==> src/rtl/alu_cmd_issuer_if.sv <==
// Host-facing command and response channels of alu_cmd_issuer.
// The host drives commands and accepts tagged responses over valid/ready.
interface alu_cmd_issuer_if;
    logic       cmd_valid;
    logic       cmd_ready;
    logic [7:0] cmd_a;
    logic [7:0] cmd_b;
    logic       cmd_cin;
    logic [3:0] cmd_op;
    logic [3:0] cmd_tag;
    logic       rsp_valid;
    logic       rsp_ready;
    logic [7:0] rsp_f;
    logic [5:0] rsp_flags;
    logic       rsp_err;
    logic [3:0] rsp_tag;

    modport master (
        output cmd_valid, cmd_a, cmd_b, cmd_cin, cmd_op, cmd_tag, rsp_ready,
        input  cmd_ready, rsp_valid, rsp_f, rsp_flags, rsp_err, rsp_tag
    );

    modport slave (
        input  cmd_valid, cmd_a, cmd_b, cmd_cin, cmd_op, cmd_tag, rsp_ready,
        output cmd_ready, rsp_valid, rsp_f, rsp_flags, rsp_err, rsp_tag
    );
endinterface

==> src/rtl/alu_cmd_issuer.sv <==
// Buffers ALU commands, drives a registered-latency ALU and returns tagged results.
// Illegal opcodes (op[3:2]==01) are answered with an error response without touching the ALU.
module alu_cmd_issuer #(
    parameter int CMD_DEPTH = 4,
    parameter int ALU_LAT   = 2
) (
    input  logic                   clk,
    input  logic                   rst_n,
    alu_cmd_issuer_if.slave        host,
    output logic [7:0]             alu_a,
    output logic [7:0]             alu_b,
    output logic                   alu_cin,
    output logic [3:0]             alu_s,
    input  logic [7:0]             alu_f,
    input  logic                   alu_carry,
    input  logic                   alu_zero,
    input  logic                   alu_ovf,
    input  logic                   alu_eq,
    input  logic                   alu_gt,
    input  logic                   alu_lt,
    output logic                   busy,
    output logic [7:0]             ops_done
);
    localparam int PW = $clog2(CMD_DEPTH);
    localparam int CW = $clog2(ALU_LAT + 2);
    localparam logic [PW:0] PTR_ONE  = {{PW{1'b0}}, 1'b1};
    localparam logic [PW:0] FULL_CNT = (PW + 1)'(CMD_DEPTH);

    typedef struct packed {
        logic [7:0] a;
        logic [7:0] b;
        logic       cin;
        logic [3:0] op;
        logic [3:0] tag;
    } cmd_t;

    typedef enum logic [0:0] {ST_IDLE = 1'b0, ST_WAIT = 1'b1} state_t;

    cmd_t          fifo_mem_r [CMD_DEPTH];
    logic [PW:0]   wr_ptr_r, rd_ptr_r;
    logic [PW:0]   count_s, count_nxt_s;
    logic          empty_s, push_s, pop_s, slot_free_s;
    logic          issue_s, ill_s, cap_s, arith_s;
    cmd_t          head_s, cmd_in_s;
    state_t        state_r, state_nxt_s;
    logic [CW-1:0] cnt_r, cnt_nxt_s;
    logic [3:0]    tag_r;
    logic [5:0]    cap_flags_s;
    logic          cmd_ready_r, busy_r, rsp_valid_r, rsp_err_r;
    logic [7:0]    alu_a_r, alu_b_r, rsp_f_r, ops_done_r;
    logic          alu_cin_r;
    logic [3:0]    alu_s_r, rsp_tag_r;
    logic [5:0]    rsp_flags_r;

    assign count_s     = wr_ptr_r - rd_ptr_r;
    assign empty_s     = (count_s == {(PW + 1){1'b0}});
    assign head_s      = fifo_mem_r[rd_ptr_r[PW-1:0]];
    assign cmd_in_s    = '{a: host.cmd_a, b: host.cmd_b, cin: host.cmd_cin,
                           op: host.cmd_op, tag: host.cmd_tag};
    assign push_s      = host.cmd_valid && cmd_ready_r;
    assign slot_free_s = !rsp_valid_r || host.rsp_ready;
    // Non-arithmetic ops carry no meaningful ALU flags, so only zero survives, recomputed from F.
    assign arith_s     = (alu_s_r[3:2] == 2'b00);
    assign cap_flags_s = arith_s ? {alu_ovf, alu_carry, alu_zero, alu_gt, alu_eq, alu_lt}
                                 : {2'b00, (alu_f == 8'h00), 3'b000};

    // Issue/wait sequencing and the one-cycle pop/issue/capture strobes.
    always_comb begin
        state_nxt_s = state_r;
        cnt_nxt_s   = cnt_r;
        pop_s       = 1'b0;
        issue_s     = 1'b0;
        ill_s       = 1'b0;
        cap_s       = 1'b0;
        case (state_r)
            ST_IDLE: begin
                if (!empty_s && slot_free_s) begin
                    pop_s = 1'b1;
                    if (head_s.op[3:2] == 2'b01) begin
                        ill_s = 1'b1;
                    end else begin
                        issue_s     = 1'b1;
                        cnt_nxt_s   = CW'(ALU_LAT);
                        state_nxt_s = ST_WAIT;
                    end
                end else begin
                    state_nxt_s = ST_IDLE;
                end
            end
            ST_WAIT: begin
                if (cnt_r == {CW{1'b0}}) begin
                    cap_s       = 1'b1;
                    state_nxt_s = ST_IDLE;
                end else begin
                    cnt_nxt_s = cnt_r - CW'(1);
                end
            end
            default: state_nxt_s = ST_IDLE;
        endcase
    end

    // FIFO occupancy after this edge, used for the registered ready/busy outputs.
    always_comb begin
        count_nxt_s = count_s;
        case ({push_s, pop_s})
            2'b10:   count_nxt_s = count_s + PTR_ONE;
            2'b01:   count_nxt_s = count_s - PTR_ONE;
            default: count_nxt_s = count_s;
        endcase
    end

    // State register and latency counter.
    always_ff @(posedge clk or negedge rst_n) begin
        if (!rst_n) begin
            state_r <= ST_IDLE;
            cnt_r   <= {CW{1'b0}};
        end else begin
            state_r <= state_nxt_s;
            cnt_r   <= cnt_nxt_s;
        end
    end

    // Command FIFO storage, pointers and status outputs.
    always_ff @(posedge clk or negedge rst_n) begin
        if (!rst_n) begin
            for (int i = 0; i < CMD_DEPTH; i++) fifo_mem_r[i] <= '0;
            wr_ptr_r    <= {(PW + 1){1'b0}};
            rd_ptr_r    <= {(PW + 1){1'b0}};
            cmd_ready_r <= 1'b0;
            busy_r      <= 1'b0;
        end else begin
            if (push_s) begin
                fifo_mem_r[wr_ptr_r[PW-1:0]] <= cmd_in_s;
                wr_ptr_r <= wr_ptr_r + PTR_ONE;
            end
            if (pop_s) rd_ptr_r <= rd_ptr_r + PTR_ONE;
            cmd_ready_r <= (count_nxt_s != FULL_CNT);
            busy_r      <= (state_nxt_s == ST_WAIT) || (count_nxt_s != {(PW + 1){1'b0}});
        end
    end

    // ALU operand registers change only on issue, so they hold through WAIT and idle.
    always_ff @(posedge clk or negedge rst_n) begin
        if (!rst_n) begin
            alu_a_r   <= 8'h00;
            alu_b_r   <= 8'h00;
            alu_cin_r <= 1'b0;
            alu_s_r   <= 4'h0;
            tag_r     <= 4'h0;
        end else if (issue_s) begin
            alu_a_r   <= head_s.a;
            alu_b_r   <= head_s.b;
            alu_cin_r <= head_s.cin;
            alu_s_r   <= head_s.op;
            tag_r     <= head_s.tag;
        end
    end

    // Response slot: loads come only when the slot is free, otherwise it holds until accepted.
    always_ff @(posedge clk or negedge rst_n) begin
        if (!rst_n) begin
            rsp_valid_r <= 1'b0;
            rsp_err_r   <= 1'b0;
            rsp_f_r     <= 8'h00;
            rsp_flags_r <= 6'b000000;
            rsp_tag_r   <= 4'h0;
            ops_done_r  <= 8'h00;
        end else if (ill_s) begin
            rsp_valid_r <= 1'b1;
            rsp_err_r   <= 1'b1;
            rsp_f_r     <= 8'h00;
            rsp_flags_r <= 6'b000000;
            rsp_tag_r   <= head_s.tag;
        end else if (cap_s) begin
            rsp_valid_r <= 1'b1;
            rsp_err_r   <= 1'b0;
            rsp_f_r     <= alu_f;
            rsp_flags_r <= cap_flags_s;
            rsp_tag_r   <= tag_r;
            ops_done_r  <= ops_done_r + 8'd1;
        end else if (rsp_valid_r && host.rsp_ready) begin
            rsp_valid_r <= 1'b0;
        end
    end

    assign host.cmd_ready = cmd_ready_r;
    assign host.rsp_valid = rsp_valid_r;
    assign host.rsp_f     = rsp_f_r;
    assign host.rsp_flags = rsp_flags_r;
    assign host.rsp_err   = rsp_err_r;
    assign host.rsp_tag   = rsp_tag_r;
    assign alu_a          = alu_a_r;
    assign alu_b          = alu_b_r;
    assign alu_cin        = alu_cin_r;
    assign alu_s          = alu_s_r;
    assign busy           = busy_r;
    assign ops_done       = ops_done_r;
endmodule

==> src/flat_wrapper.sv <==
// flat-port wrapper written by rule: the top's interface ports become plain ports
module alu_cmd_issuer_flat 
#(
    parameter int CMD_DEPTH = 4,
    parameter int ALU_LAT   = 2
)
  (clk, rst_n, alu_a, alu_b, alu_cin, alu_s, alu_f, alu_carry, alu_zero, alu_ovf, alu_eq, alu_gt, alu_lt, busy, ops_done, host_cmd_valid, host_cmd_a, host_cmd_b, host_cmd_cin, host_cmd_op, host_cmd_tag, host_rsp_ready, host_cmd_ready, host_rsp_valid, host_rsp_f, host_rsp_flags, host_rsp_err, host_rsp_tag);
  alu_cmd_issuer_if host_i ();
  input  logic clk;
  input  logic rst_n;
  output logic [7:0] alu_a;
  output logic [7:0] alu_b;
  output logic alu_cin;
  output logic [3:0] alu_s;
  input  logic [7:0] alu_f;
  input  logic alu_carry;
  input  logic alu_zero;
  input  logic alu_ovf;
  input  logic alu_eq;
  input  logic alu_gt;
  input  logic alu_lt;
  output logic busy;
  output logic [7:0] ops_done;
  input wire logic [$bits(host_i.cmd_valid)-1:0] host_cmd_valid;
  input wire logic [$bits(host_i.cmd_a)-1:0] host_cmd_a;
  input wire logic [$bits(host_i.cmd_b)-1:0] host_cmd_b;
  input wire logic [$bits(host_i.cmd_cin)-1:0] host_cmd_cin;
  input wire logic [$bits(host_i.cmd_op)-1:0] host_cmd_op;
  input wire logic [$bits(host_i.cmd_tag)-1:0] host_cmd_tag;
  input wire logic [$bits(host_i.rsp_ready)-1:0] host_rsp_ready;
  output wire logic [$bits(host_i.cmd_ready)-1:0] host_cmd_ready;
  output wire logic [$bits(host_i.rsp_valid)-1:0] host_rsp_valid;
  output wire logic [$bits(host_i.rsp_f)-1:0] host_rsp_f;
  output wire logic [$bits(host_i.rsp_flags)-1:0] host_rsp_flags;
  output wire logic [$bits(host_i.rsp_err)-1:0] host_rsp_err;
  output wire logic [$bits(host_i.rsp_tag)-1:0] host_rsp_tag;
  assign host_i.cmd_valid = host_cmd_valid;
  assign host_i.cmd_a = host_cmd_a;
  assign host_i.cmd_b = host_cmd_b;
  assign host_i.cmd_cin = host_cmd_cin;
  assign host_i.cmd_op = host_cmd_op;
  assign host_i.cmd_tag = host_cmd_tag;
  assign host_i.rsp_ready = host_rsp_ready;
  assign host_cmd_ready = host_i.cmd_ready;
  assign host_rsp_valid = host_i.rsp_valid;
  assign host_rsp_f = host_i.rsp_f;
  assign host_rsp_flags = host_i.rsp_flags;
  assign host_rsp_err = host_i.rsp_err;
  assign host_rsp_tag = host_i.rsp_tag;
  alu_cmd_issuer #(.CMD_DEPTH(CMD_DEPTH), .ALU_LAT(ALU_LAT)) u_core (.clk(clk), .rst_n(rst_n), .host(host_i), .alu_a(alu_a), .alu_b(alu_b), .alu_cin(alu_cin), .alu_s(alu_s), .alu_f(alu_f), .alu_carry(alu_carry), .alu_zero(alu_zero), .alu_ovf(alu_ovf), .alu_eq(alu_eq), .alu_gt(alu_gt), .alu_lt(alu_lt), .busy(busy), .ops_done(ops_done));
endmodule
==> config.mk <==
export PLATFORM = sky130hd
export DESIGN_NAME = alu_cmd_issuer_flat
export DESIGN_NICKNAME = d
export VERILOG_FILES = /design/src/rtl/alu_cmd_issuer_if.sv /design/src/rtl/alu_cmd_issuer.sv /design/src/flat_wrapper.sv
export SDC_FILE = /design/constraint.sdc
export NUM_CORES = 1
export LEC_CHECK = 0
export BUFFER_PORTS_ARGS = -buffer_cell sky130_fd_sc_hd__buf_2
export CAP_MARGIN = 10
export CORE_MARGIN = 4
export CORE_UTILIZATION = 40
export CTS_CLUSTER_DIAMETER = 100
export DETAILED_ROUTE_END_ITERATION = 10
export SLEW_MARGIN = 0
export SYNTH_ARGS = -nofsm -noshare
export SYNTH_HDL_FRONTEND = slang
export SYNTH_SLANG_ARGS = --single-unit
==> constraint.sdc <==
create_clock -name clk -period 5.02 [get_ports clk]
set_clock_uncertainty 0.1 [all_clocks]
set_input_delay 0.251 -clock clk [delete_from_list [all_inputs] [get_ports clk]]
set_output_delay 0.251 -clock clk [all_outputs]
set_load 0.005 [all_outputs]
; Word level (Yosys, flattened, before mapping)
; Index checks and enable logic that the tools add are counted.
[classes]
addsub = 7
mul = 0
div_mod_pow = 0
n_lt_le_gt_ge = 3
n_eq_ne = 7
shifts = 0
muxes = 35
bitwise_logic = 4
reduce_logical = 17
[op_table]
columns = operator, count
row1 = $bwmux 100, 1
row2 = $mux 25, 3
row3 = $bmux 25 s2, 1
row4 = $demux 25 s2, 1
row5 = $mux 6, 3
row6 = $mux 1, 16
row7 = $mux 8, 2
row8 = $add 3x1->3 const B, 3
row9 = $add 8x1->8 const B, 1
row10 = $logic_not 8->1, 1
row11 = $mux 4, 2
row12 = $ge 3x3->1 const B, 2
row13 = $mux 2, 3
row14 = $not 2->3, 2
row15 = $pmux 3 s2, 1
row16 = $reduce_bool 3->1, 2
row17 = $eq 2x1->1 const B, 2
row18 = $logic_and 1x1->1, 4
row19 = $logic_not 2->1, 2
row20 = $ne 2x2->1 const B, 2
row21 = $pmux 2 s2, 1
row22 = $logic_not 3->1, 1
row23 = $lt 3x1->1 const B, 1
row24 = $ne 3x3->1 const B, 1
row25 = 12 further kinds, 15
[totals]
regBits = 164
latch_bits = 0
ram_bits = 0
mem_bits_ro = 0
inputBits = 43
word_cells = 110
memories = 0

; Longest topological paths before layout
; Gate-level depths: netlist of the first run.
[depth]
ltp_word = 10
depth_mapped = 13

; Worst setup path before layout of the first run
; Ideal clock, no wire load.
[synth_path]
path_type = register to register
startpoint = register u_core.wr_ptr_r[0]
endpoint = register u_core.busy_r, in the netlist u_core.busy
arrival_time_ps = 2912
t_required_ps = 4784
slack_ps = 1872
stages_incl_launch_ff = 12
n_path_buf = 1
path_cell_list = dfrtp_1 > inv_1 > ha_1 > fa_1 > xnor3_1 > a311o_2 > clkinv_4 > buf_2 > ha_1 > fa_1 > o31ai_1 > nand4b_1
[synth_via]
elab_chain_len = 10
elab_cells_between_ends = 15
classes_between = add/sub (3) / eq/ne (2) / mux (5) / reduce/logical (5)
[synth_lines]
columns = element, line_no
row1 = start: declaration, alu_cmd_issuer.sv:40  ; logic [PW:0] wr_ptr_r, rd_ptr_r;
row2 = start signal: assignment, alu_cmd_issuer.sv:127  ; wr_ptr_r <= {(PW + 1){1'b0}};
row3 = start signal: assignment, alu_cmd_issuer.sv:134  ; wr_ptr_r <= wr_ptr_r + PTR_ONE;
row4 = $sub 3x3->3 (*), alu_cmd_issuer.sv:55  ; assign count_s = wr_ptr_r - rd_ptr_r;
row5 = $logic_not 3->1 (*), alu_cmd_issuer.sv:56  ; assign empty_s = (count_s == {(PW + 1){1'b0}});
row6 = $logic_not 1->1 (*), alu_cmd_issuer.sv:77  ; if (!empty_s && slot_free_s) begin
row7 = $logic_and 1x1->1 (*), alu_cmd_issuer.sv:77
row8 = $mux 1 (*), alu_cmd_issuer.sv:77
row9 = $mux 1 (*), alu_cmd_issuer.sv:75  ; case (state_r)
row10 = named net u_core.pop_s, alu_cmd_issuer.sv:42  ; logic empty_s, push_s, pop_s, slot_free_s;
row11 = $eq 2x1->1 / $eq 2x2->1 (equally long branches), alu_cmd_issuer.sv:105  ; case ({push_s, pop_s})
row12 = $pmux 3 s2 (*), alu_cmd_issuer.sv:105
row13 = $reduce_bool 3->1 (*), alu_cmd_issuer.sv:138  ; busy_r <= (state_nxt_s == ST_WAIT) || (count_nxt_s != {(PW + 1){1'b0}});
row14 = $logic_or 1x1->1 (*), alu_cmd_issuer.sv:138
row15 = end signal: assignment, alu_cmd_issuer.sv:138
row16 = end: declaration, alu_cmd_issuer.sv:49  ; logic cmd_ready_r, busy_r, rsp_valid_r, rsp_err_r;
; The timed path passes the listed nets; every way through them passes the cells marked *.
; A chain may end at the register's enable or synchronous reset.

; Final worst setup path of the first run
[layout_path]
startpoint = register u_core.wr_ptr_r[0]
endpoint = register u_core.busy_r, in the netlist u_core.busy
[layout_via]
elab_chain_len = 10
elab_cells_between_ends = 15
classes_between = add/sub (3) / eq/ne (2) / mux (5) / reduce/logical (5)
[layout_lines]
columns = element, line_no
row1 = $sub 3x3->3 (*), alu_cmd_issuer.sv:55
row2 = $logic_not 3->1, alu_cmd_issuer.sv:56
row3 = $logic_not 1->1, alu_cmd_issuer.sv:77
row4 = $logic_and 1x1->1, alu_cmd_issuer.sv:77
row5 = $mux 1, alu_cmd_issuer.sv:77
row6 = $mux 1, alu_cmd_issuer.sv:75
row7 = $eq 2x1->1 / $eq 2x2->1 (equally long branches), alu_cmd_issuer.sv:105
row8 = $pmux 3 s2, alu_cmd_issuer.sv:105
row9 = $reduce_bool 3->1, alu_cmd_issuer.sv:138
row10 = $logic_or 1x1->1 (*), alu_cmd_issuer.sv:138
; Mark *: on every way between the ends. The rest lies on a longest branch, timed or not.

==> results.ini, run 1 <==
[clock_network]
clk_latency_ns=0.41
cts_sinks=164
clkSlewWorstSetupHoldPaths_ns=0.07
cts-buffers-inserted=17
ctsLongestPathBuffers=2
htree_num_levels=4
root_buffer=clkbuf_16
tritoncts=yes
post_cts.resized_instances=0

[power_and_ir_drop]
design_power_total_uw=6210
static-leakage-power_uw=0.00398
powerDensity_nw_per_um2=716
peakVddDrop_mv=0.328

[grt]
grt_max_degree=115
first_global_vias=4607
globalRoute.totalOverflow=0
grt.total_usage_pct=15.5
grt_antenna_before_repair=0
grt_first_pass_wirelength_mm=24.2

[setup_path]
worstPathArrival_ns=3.41
origin_of_the_worst_setup_path=u_core.wr_ptr_r[0]
cp-end-kind=flip-flop
path_delay_family=adder cells
cp_cell_sequence=inv_1, ha_1, fa_1, xnor3_1, a311o_2, clkinv_4, ha_1, fa_1, o31ai_1, nand4b_1
reg2reg_slack_ns=1.79
path_buf_inv=2
critical_path.max_stage_delay_ns=0.51
timing.critical_path.fanout_max=12
worstSetupPathType=flip-flop to flip-flop
r2r_end=u_core.busy
cp.required_ns=5.20
critical_path.startpoint_type=flip-flop
rr_startpoint=u_core.wr_ptr_r[0]
ff2ff_path_depth=10
timing.critical_path.slowest_stage_cell=a311o_2

[placed_design]
preCtsSetupSlack_ns=1.81
placedCellCount=743
routability_congestion=0.777
port_buffers=93
dpl.hpwl_mm=8.89

[final_layout]
syn2layout_area_growth_pct=22.8
fraction_of_layout_instances_using_a_drive_strength_above_1_pct=49.1
fill_cells=1482
seq_area_um2=4110
final_common_cell=dfrtp_1
most-common-layout-cells=163 x dfrtp_1, 106 x mux2_2, 92 x buf_2, 32 x dlygate4sd3_1, 25 x mux4_2
final_layout_net_count=623
utilization_pct=50.2
multiInputGateArea_um2=2850
layoutNonFillerInstCount=808

[sta]
finalCriticalPeriod_ns=3.23
setup_viol=0
setup_ws_ns=1.79
finalSetupTns_ns=0
rsz0062_at_grt=false
timing_max_transition_violations_final=0
timing_worst_slew_pin_value_ns=1.01
max_freq_ghz=0.310
period_share_pct=64.3
slew_hr_pct=32.7
hold_violations=0

[min_path]
min_delay_worst_endpoint=u_core.fifo_mem_r[17]
cell_depth_of_the_worst_min_delay_path=2
min_from=host_cmd_a[0]
holdCritPathClass=input pin to flip-flop

[yosys]
synth-xor-area-share_pct=1.93
synth.ff_latch_count=164
synth_area_leader_cell=dfrtp_1
synth.avg_cell_area_um2=15.9
synth.top_cells.by_area=dfrtp_1 58%, mux2_2 17%, mux4_2 8.0%
synth.cell_area_um2=7070
synth_edf_count=0
main_combinational_cell_family_by_area_after_synthesis=multiplexers
post_synth_fa_ha_maj_area_fraction_pct=2.16
yosys.area_share.simple_pct=3.70
synth_compound_gate_area_share_pct=3.26
synth_cells=444
synth.yosys.warnings=0
mappedNetlistNets=498
yosys-mux-area-fraction_pct=29.0
fraction_of_the_yosys_area_taken_by_sequential_cells_pct=58.1
ys_dominant_reg_cell=dfrtp_1
synth.distinct_cells=39
async_flop_share_pct=100
synth_largest_type_area_fraction_pct=58.1

[die]
die-height_um=141
num_rows=48
placeableCoreArea_um2=17300
die_x_um=141
die-area_um2=19900
initial_utilization_pct=40.9
pin_count=94

[detailed_routing]
drtPass1Iterations=4
route.detailed.drc=0
detail_route.vias_per_cell=5.11
routedWlPerCell_um=17.9
dr_total_vias=4132
final_antenna_net_count=0
detail_route.wirelength_mm=14.5
detail_route.iter0.violations=165

[status]
outcome=completed

[run]
drv.max_cap_violation_count=0

[metrics by stage]
| step | area [um^2] | hold WS (ns) |
|---|---|---|
| after CTS | 8670 | 0.00000877 |
| after global routing | 8680 | 0.00423 |
| after detailed placement | 7760 | 0.361 |
| final | 8680 | 0.0198 |
| after floorplan | 7070 | -0.145 |
| after global placement | 7760 | 0.358 |
[final cells by class]
class	count	area share, %
clock buffer	18	4.94
sequential	164	47.3
clock inverter	14	1.95
antenna	1	0.0288
inverter	7	0.360
multi-input combinational	251	32.8
tap	225	3.24
timing repair buffer	128	9.38
[cell usage after synthesis (2+ instances only)]
master and instances:
a21oi_1 2, a221o_1 4, a22o_1 14, and3_1 5
buf_1 2, buf_2 3, buf_6 2, clkbuf_1 14
dfrtp_1 164, fa_1 2, ha_1 9, inv_1 6
mux2_2 106, mux2_4 18, mux2i_1 2, mux4_2 25
nand2_1 16, nand2b_1 2, nand3_1 8, nand4_1 2
nor2_1 5, nor4_1 2, o21ai_0 3, xnor2_1 13
[power by group]
group | leakage [uW] | switching [uW] | total [uW] | internal, uW
Combinational | 0.00172 | 1070 | 2560 | 1490
Clock | 0.000290 | 547 | 1300 | 750
Sequential | 0.00197 | 361 | 2350 | 1990
Total | 0.00398 | 1980 | 6210 | 4230
[worst reg2reg max path, delay by kind of cell (launching register included)]
kind | cells | cell delay, ns
AOI/OAI and AO/OA | 2 | 0.77
xor gates and xnor gates | 1 | 0.24
adders and majority gates | 4 | 1.20
buffers and inverters | 2 | 0.25
DFF | 1 | 0.41
and+or+nand+nor | 1 | 0.12
[worst max path at each step]
stage             endpoint  slack, ns  depth (start not counted)
3_5_place_dp   u_core.busy       1.81                         10
2_1_floorplan  u_core.busy       1.87                         11
5_1_grt        u_core.busy       1.54                         12
6_report       u_core.busy       1.79                         10
4_1_cts        u_core.busy       1.80                         10
3_3_place_gp   u_core.busy       1.89                         10
[registers in the layout, indices dropped and copies added, names as in the netlist, 2 cells and up]
name	flops
u_core.alu_b	8
u_core.cnt_r	2
u_core.alu_s	4
u_core.rd_ptr_r	3
u_core.tag_r	4
u_core.alu_a	8
u_core.host.rsp_flags	6
u_core.host.rsp_f	8
u_core.wr_ptr_r	3
u_core.host.rsp_tag	4
u_core.ops_done	8
u_core.fifo_mem_r	100
[cell families after synthesis]
group	Yosys count
DFF	164
muxes	151
and+or+nand+nor	48
buffers and inverters	29
AOI/OAI and AO/OA	27
xor gates and xnor gates	14
adders and majority gates	11
[routing by layer]
layer | part of all wire, % | global-route usage [%] | up-vias
met5 | 0 | 0 | -
met4 | 0.99 | 3.98 | 0
met3 | 4.7 | 4.55 | 9
met2 | 48 | 25.2 | 87
met1 | 46 | 20.5 | 2155
li1 | - | - | 1881
[what timing repair did]
item	in CTS	in global routing
setup buffers	0	0
hold endpoints to repair	176	1
setup endpoints to repair	0	0
hold buffers	31	1
(Power assumes the default switching activity.)
==> run 2, diff against run 1 <==
==> constraint.sdc (replaced) <==
create_clock -name clk -period 3 [get_ports clk]
set_clock_uncertainty 0.1 [all_clocks]
set_input_delay 0.15 -clock clk [delete_from_list [all_inputs] [get_ports clk]]
set_output_delay 0.15 -clock clk [all_outputs]
set_load 0.005 [all_outputs]
==> results.ini, run 2 (same netlist as run 1, synthesis figures left out) <==
[setup_path]
worstPathArrival_ns=3.06  ; was 3.41 ns
critical_path.max_stage_delay_ns=0.42  ; was 0.51 ns
timing.critical_path.fanout_max=4  ; was 12
worstSetupPathType=flip-flop to flip-flop  ; unchanged
cp_cell_sequence=inv_2, ha_2, fa_2, xnor3_1, a311o_2, clkinv_4, ha_4, fa_1, o31ai_2, nand4b_1  ; was inv_1, ha_1, fa_1, xnor3_1, a311o_2, clkinv_4, ha_1, fa_1, o31ai_1, nand4b_1
critical_path.startpoint_type=flip-flop  ; unchanged
timing.critical_path.slowest_stage_cell=dfrtp_1  ; was a311o_2
origin_of_the_worst_setup_path=u_core.wr_ptr_r[0]  ; unchanged
rr_startpoint=u_core.wr_ptr_r[0]  ; unchanged
cp-end-kind=flip-flop  ; unchanged
cp.required_ns=3.18  ; was 5.20 ns

[sta]
post_route_hold_slack_ns=0.169  ; was 0.0198 ns
period_share_pct=95.8  ; was 64.3%
slew_hr_pct=42.1  ; was 32.7%
rsz0062_at_grt=false  ; unchanged
timing_max_transition_violations_final=0  ; unchanged
finalSetupTns_ns=0  ; unchanged
setup_viol=0  ; unchanged
finalCriticalPeriod_ns=2.87  ; was 3.23 ns
hold_violations=0  ; unchanged
max_freq_ghz=0.348  ; was 0.310 GHz
timing_worst_slew_pin_value_ns=0.867  ; was 1.01 ns

[die]
die_x_um=141  ; unchanged
num_rows=48  ; unchanged
pin_count=94  ; unchanged
die-height_um=141  ; unchanged
initial_utilization_pct=40.9  ; unchanged
placeableCoreArea_um2=17300  ; unchanged
die-area_um2=19900  ; unchanged

[clock_network]
htree_num_levels=4  ; unchanged
clk_latency_ns=0.42  ; was 0.41 ns
tritoncts=yes  ; unchanged
clkSlewWorstSetupHoldPaths_ns=0.06  ; was 0.07 ns
root_buffer=clkbuf_16  ; unchanged
cts_sinks=164  ; unchanged
ctsLongestPathBuffers=2  ; unchanged
cts-buffers-inserted=17  ; unchanged

[run]
drv.max_cap_violation_count=0  ; unchanged

[grt]
grt.total_usage_pct=15.8  ; was 15.5%
grt_max_degree=72  ; was 115
grt_antenna_before_repair=0  ; unchanged
globalRoute.totalOverflow=0  ; unchanged
grt_first_pass_wirelength_mm=24.7  ; was 24.2 mm
first_global_vias=4671  ; was 4607

[final_layout]
syn2layout_area_growth_pct=24.4  ; was 22.8%
largest_register=u_core.fifo_mem_r  ; unchanged
most-common-layout-cells=163 x dfrtp_1, 106 x mux2_2, 92 x buf_2, 42 x dlygate4sd3_1, 25 x mux4_2  ; was 163 x dfrtp_1, 106 x mux2_2, 92 x buf_2, 32 x dlygate4sd3_1, 25 x mux4_2
num_antenna_cells=0  ; was 1
largest_reg_flops=100  ; unchanged
final_layout_net_count=640  ; was 623
final_common_cell=dfrtp_1  ; unchanged
fill_cells=1500  ; was 1482
fraction_of_layout_instances_using_a_drive_strength_above_1_pct=49.5  ; was 49.1%

[placed_design]
dpl.hpwl_mm=9.18  ; was 8.89 mm
routability_congestion=0.798  ; was 0.777
port_buffers=93  ; unchanged

[power_and_ir_drop]
powerDensity_nw_per_um2=1190  ; was 716 nW/um^2
peakVddDrop_mv=0.510  ; was 0.328 mV
static-leakage-power_uw=0.00403  ; was 0.00398 uW
design_power_total_uw=10400  ; was 6210 uW

[status]
outcome=completed  ; unchanged

[detailed_routing]
detail_route.iter0.violations=173  ; was 165
detail_route.wirelength_mm=14.9  ; was 14.5 mm
final_antenna_net_count=0  ; unchanged
detail_route.vias_per_cell=5.11  ; about the same
dr_total_vias=4194  ; was 4132
route.detailed.drc=0  ; unchanged
drtPass1Iterations=4  ; unchanged
routedWlPerCell_um=18.2  ; was 17.9 um

[min_path]
holdCritPathClass=input pin to async pin  ; was input pin to flip-flop

## run 2: cell types whose count changed in the layout (fill, tap and decap cells not counted), sizes merged
| cell | previous run | this run |
|---|---|---|
| dlygate4sd3 | 32 | 42 |
| buf | 96 | 103 |
| inv | 12 | 8 |
| clkbuf | 18 | 20 |
| bufinv | 2 | 1 |
| clkinv | 6 | 7 |
| clkinvlp | 1 | 0 |
| diode | 1 | 0 |
## run 2: final timing paths
check / end / slack [ns] / depth (start not counted)
max: u_core.busy / 0.13 / 10
min: u_core.host.rsp_flags[4] / 0.17 / 2
max reg2reg: u_core.busy / 0.13 / 10
min reg2reg: u_core.ops_done[7] / 0.37 / 1
max in group asynchronous: u_core.host.rsp_flags[3] / 1.64 / 3
min in group clk: u_core.ops_done[7] / 0.37 / 1
## run 2: timing repair
item / 4_1_cts / 5_1_grt
setup buffers: 0 / 2
gates resized for setup: 0 / 4
endpoints found under the setup margin: 0 / 2
hold buffers: 42 / 0
endpoints found under the hold margin: 184 / 0
## run 2: report_power, final
group          switching (uW)  internal [uW]  total, uW
Sequential                610           3330       3940
Combinational            1870           2610       4480
Clock                     829           1170       2000
## run 2: area by class of cell
cell class	instances	area (um^2)	area share [%]
Tap cell	225	282	3.20
Inverter	7	31.3	0.356
Timing Repair Buffer	145	967	11.0
Multi-Input combinational cell	251	2870	32.6
Clock inverter	9	81.3	0.925
Sequential cell	164	4110	46.7
Clock buffer	20	457	5.19
## run 2: worst max-delay path, delay by kind of cell, from the launching register on
family / cells / cell delay, ns
adder cells (fa/ha/maj): 4 / 1.06
AO/OA/AOI/OAI: 2 / 0.69
flip-flops: 1 / 0.42
XOR/XNOR: 1 / 0.21
buffers and inverters: 2 / 0.14
AND/OR/NAND/NOR: 1 / 0.12
## run 2: per-layer routing
metal  vias up  part of all wire (%)  track usage, %
li1       1911                     -               -
met1      2169                    45            20.6
met2       106                    49            26.4
met3         8                   5.1            4.31
met4         0                  0.78            3.93
met5         -                     0               0
## run 2: stage by stage
stage	setup WS (ns)	std cells	util (%)	cell area, um^2
floorplan	0.00790	444	-	7080
global placement	0.130	748	45.1	7800
detailed placement	0.0783	748	45.1	7800
CTS	0.0599	819	50.6	8760
global route	0.00422	821	50.8	8790
finish	0.127	821	50.8	8790
==> run 3, diff against run 2 <==
--- a/config.mk
+++ b/config.mk
@@ -11,6 +11,7 @@
 export CORE_UTILIZATION = 40
 export CTS_CLUSTER_DIAMETER = 100
 export DETAILED_ROUTE_END_ITERATION = 10
+export REMOVE_ABC_BUFFERS = 1
 export SLEW_MARGIN = 0
 export SYNTH_ARGS = -nofsm -noshare
 export SYNTH_HDL_FRONTEND = slang
==> results.ini, run 3 (same netlist as run 1, synthesis figures left out) <==
[status]
outcome=completed  ; unchanged

[clock_network]
clkSlewWorstSetupHoldPaths_ns=0.06  ; about the same
root_buffer=clkbuf_16  ; unchanged
htree_num_levels=4  ; unchanged
cts-buffers-inserted=17  ; unchanged
cts_sinks=164  ; unchanged
tritoncts=yes  ; unchanged
ctsLongestPathBuffers=2  ; unchanged
clk_latency_ns=0.42  ; about the same

[power_and_ir_drop]
design_power_total_uw=10500  ; was 10400 uW
powerDensity_nw_per_um2=1190  ; about the same
peakVddDrop_mv=0.627  ; was 0.510 mV
static-leakage-power_uw=0.00405  ; was 0.00403 uW

[grt]
grt_first_pass_wirelength_mm=24.2  ; was 24.7 mm
grt_max_degree=78  ; was 72
first_global_vias=4554  ; was 4671
grt.total_usage_pct=15.6  ; was 15.8%
globalRoute.totalOverflow=0  ; unchanged
grt_antenna_before_repair=0  ; unchanged

[final_layout]
layoutNonFillerInstCount=823  ; was 821
final_cell_area_um2=8830  ; was 8790 um^2
largest_reg_flops=100  ; unchanged
largest_register=u_core.fifo_mem_r  ; unchanged
final_common_cell=dfrtp_1  ; unchanged
syn2layout_area_growth_pct=25.0  ; was 24.4%
fill_cells=1476  ; was 1500
fraction_of_layout_instances_using_a_drive_strength_above_1_pct=49.5  ; about the same
most-common-layout-cells=163 x dfrtp_1, 106 x mux2_2, 92 x buf_2, 41 x dlygate4sd3_1, 25 x mux4_2  ; was 163 x dfrtp_1, 106 x mux2_2, 92 x buf_2, 42 x dlygate4sd3_1, 25 x mux4_2
num_antenna_cells=0  ; unchanged
final_layout_net_count=639  ; was 640

[min_path]
cell_depth_of_the_worst_min_delay_path=3
holdCritPathClass=input pin to flip-flop  ; was input pin to async pin

[detailed_routing]
final_antenna_net_count=0  ; unchanged
route.detailed.drc=0  ; unchanged
detail_route.wirelength_mm=14.6  ; was 14.9 mm
detail_route.vias_per_cell=5.13  ; was 5.11
dr_total_vias=4221  ; was 4194
detail_route.iter0.violations=159  ; was 173
routedWlPerCell_um=17.7  ; was 18.2 um
drtPass1Iterations=4  ; unchanged

[placed_design]
routability_congestion=0.818  ; was 0.798
postPlaceCellArea_um2=7800  ; about the same
dpl.hpwl_mm=9.09  ; was 9.18 mm
port_buffers=93  ; unchanged
placedCellCount=749  ; was 748

[run]
drv.max_cap_violation_count=0  ; unchanged

[setup_path]
cp-end-kind=flip-flop  ; unchanged
timing.critical_path.fanout_max=2  ; was 4
cp.required_ns=3.18  ; about the same
critical_path.max_stage_delay_ns=0.42  ; about the same
cp_cell_sequence=ha_2, fa_1, xnor3_1, a311o_2, clkinv_4, ha_2, fa_1, o31ai_2, nand4b_1  ; was inv_2, ha_2, fa_2, xnor3_1, a311o_2, clkinv_4, ha_4, fa_1, o31ai_2, nand4b_1
critical_path.startpoint_type=flip-flop  ; unchanged
worstSetupPathType=flip-flop to flip-flop  ; unchanged
timing.critical_path.slowest_stage_cell=a311o_2  ; was dfrtp_1
ff2ff_path_depth=9  ; was 10
worstPathArrival_ns=3.06  ; about the same

[die]
initial_utilization_pct=40.9  ; unchanged
die-height_um=141  ; unchanged
pin_count=94  ; unchanged
placeableCoreArea_um2=17300  ; unchanged
num_rows=48  ; unchanged
die_x_um=141  ; unchanged
die-area_um2=19900  ; unchanged

[sta]
period_share_pct=96.1  ; was 95.8%
setup_viol=0  ; unchanged
timing_max_transition_violations_final=0  ; unchanged
timing_worst_slew_pin_value_ns=0.890  ; was 0.867 ns
rsz0062_at_grt=false  ; unchanged
slew_hr_pct=40.6  ; was 42.1%
max_freq_ghz=0.347  ; was 0.348 GHz
hold_violations=0  ; unchanged
finalCriticalPeriod_ns=2.88  ; was 2.87 ns

run 3: cell types whose count changed in the layout (fill, tap and decap cells not counted), sizes merged:
cell | previous run | this run
clkbuf | 20 | 24
clkinvlp | 0 | 3
inv | 8 | 6
bufinv | 1 | 2
clkinv | 7 | 4
dlygate4sd3 | 42 | 41
run 3: per-layer routing:
layer | global-route usage, % | routed length, um | vias up
met5 | 0 | 0 | -
met1 | 20.4 | 6530 | 2193
li1 | - | - | 1910
met2 | 25.3 | 7090 | 104
met3 | 4.17 | 771 | 14
met4 | 5.25 | 182 | 0
run 3: metrics by stage:
step                setup slack [ns]  hold slack (ns)  util (%)  setup TNS [ns]
global placement               0.116            0.117      45.1               0
CTS                           0.0104           0.0197      51.0               0
finish                         0.118           0.0450      51.1               0
floorplan                     -0.743           -0.246         -           -8.65
global route                  0.0162           0.0688      51.1               0
detailed placement            0.0147            0.131      45.1               0
run 3: where the power goes:
part	total, uW	switching, uW	internal (uW)	leakage [uW]
Sequential	3920	584	3330	0.00197
Clock	2170	840	1330	0.000288
Combinational	4400	1820	2580	0.00179
Total	10500	3240	7250	0.00405
run 3: critical path: cells and delay by family, from the launching register on:
kind,cells,cell delay [ns]
fa+ha+maj,4,1.16
compound gates,2,0.67
flops,1,0.40
xor+xnor,1,0.23
simple gates,1,0.13
buf+inv,1,0.06
run 3: area by class of cell:
class	count	area (um^2)	share of cell area (%)
Tap cell	225	282	3.19
Clock buffer	24	502	5.68
Clock inverter	8	97.6	1.10
Inverter	7	31.3	0.354
Multi-Input combinational cell	251	2860	32.4
Timing Repair Buffer	144	957	10.8
Sequential cell	164	4110	46.5
run 3: timing repair:
item	4_1_cts	5_1_grt
setup buffers	0	1
gates resized for setup	0	4
endpoints found under the hold margin	188	0
hold buffers	41	0
endpoints found under the setup margin	0	2
run 3: final timing paths:
path | startpoint | endpoint | slack (ns)
max | u_core.rd_ptr_r[0] | u_core.busy | 0.12
min | host_cmd_valid | u_core.wr_ptr_r[0] | 0.04
max reg2reg | u_core.rd_ptr_r[0] | u_core.busy | 0.12
min reg2reg | u_core.cnt_r[0] | u_core.cnt_r[0] | 0.38
max in group asynchronous | rst_n | u_core.fifo_mem_r[29] | 1.73
min in group asynchronous | rst_n | u_core.alu_cin | 0.24
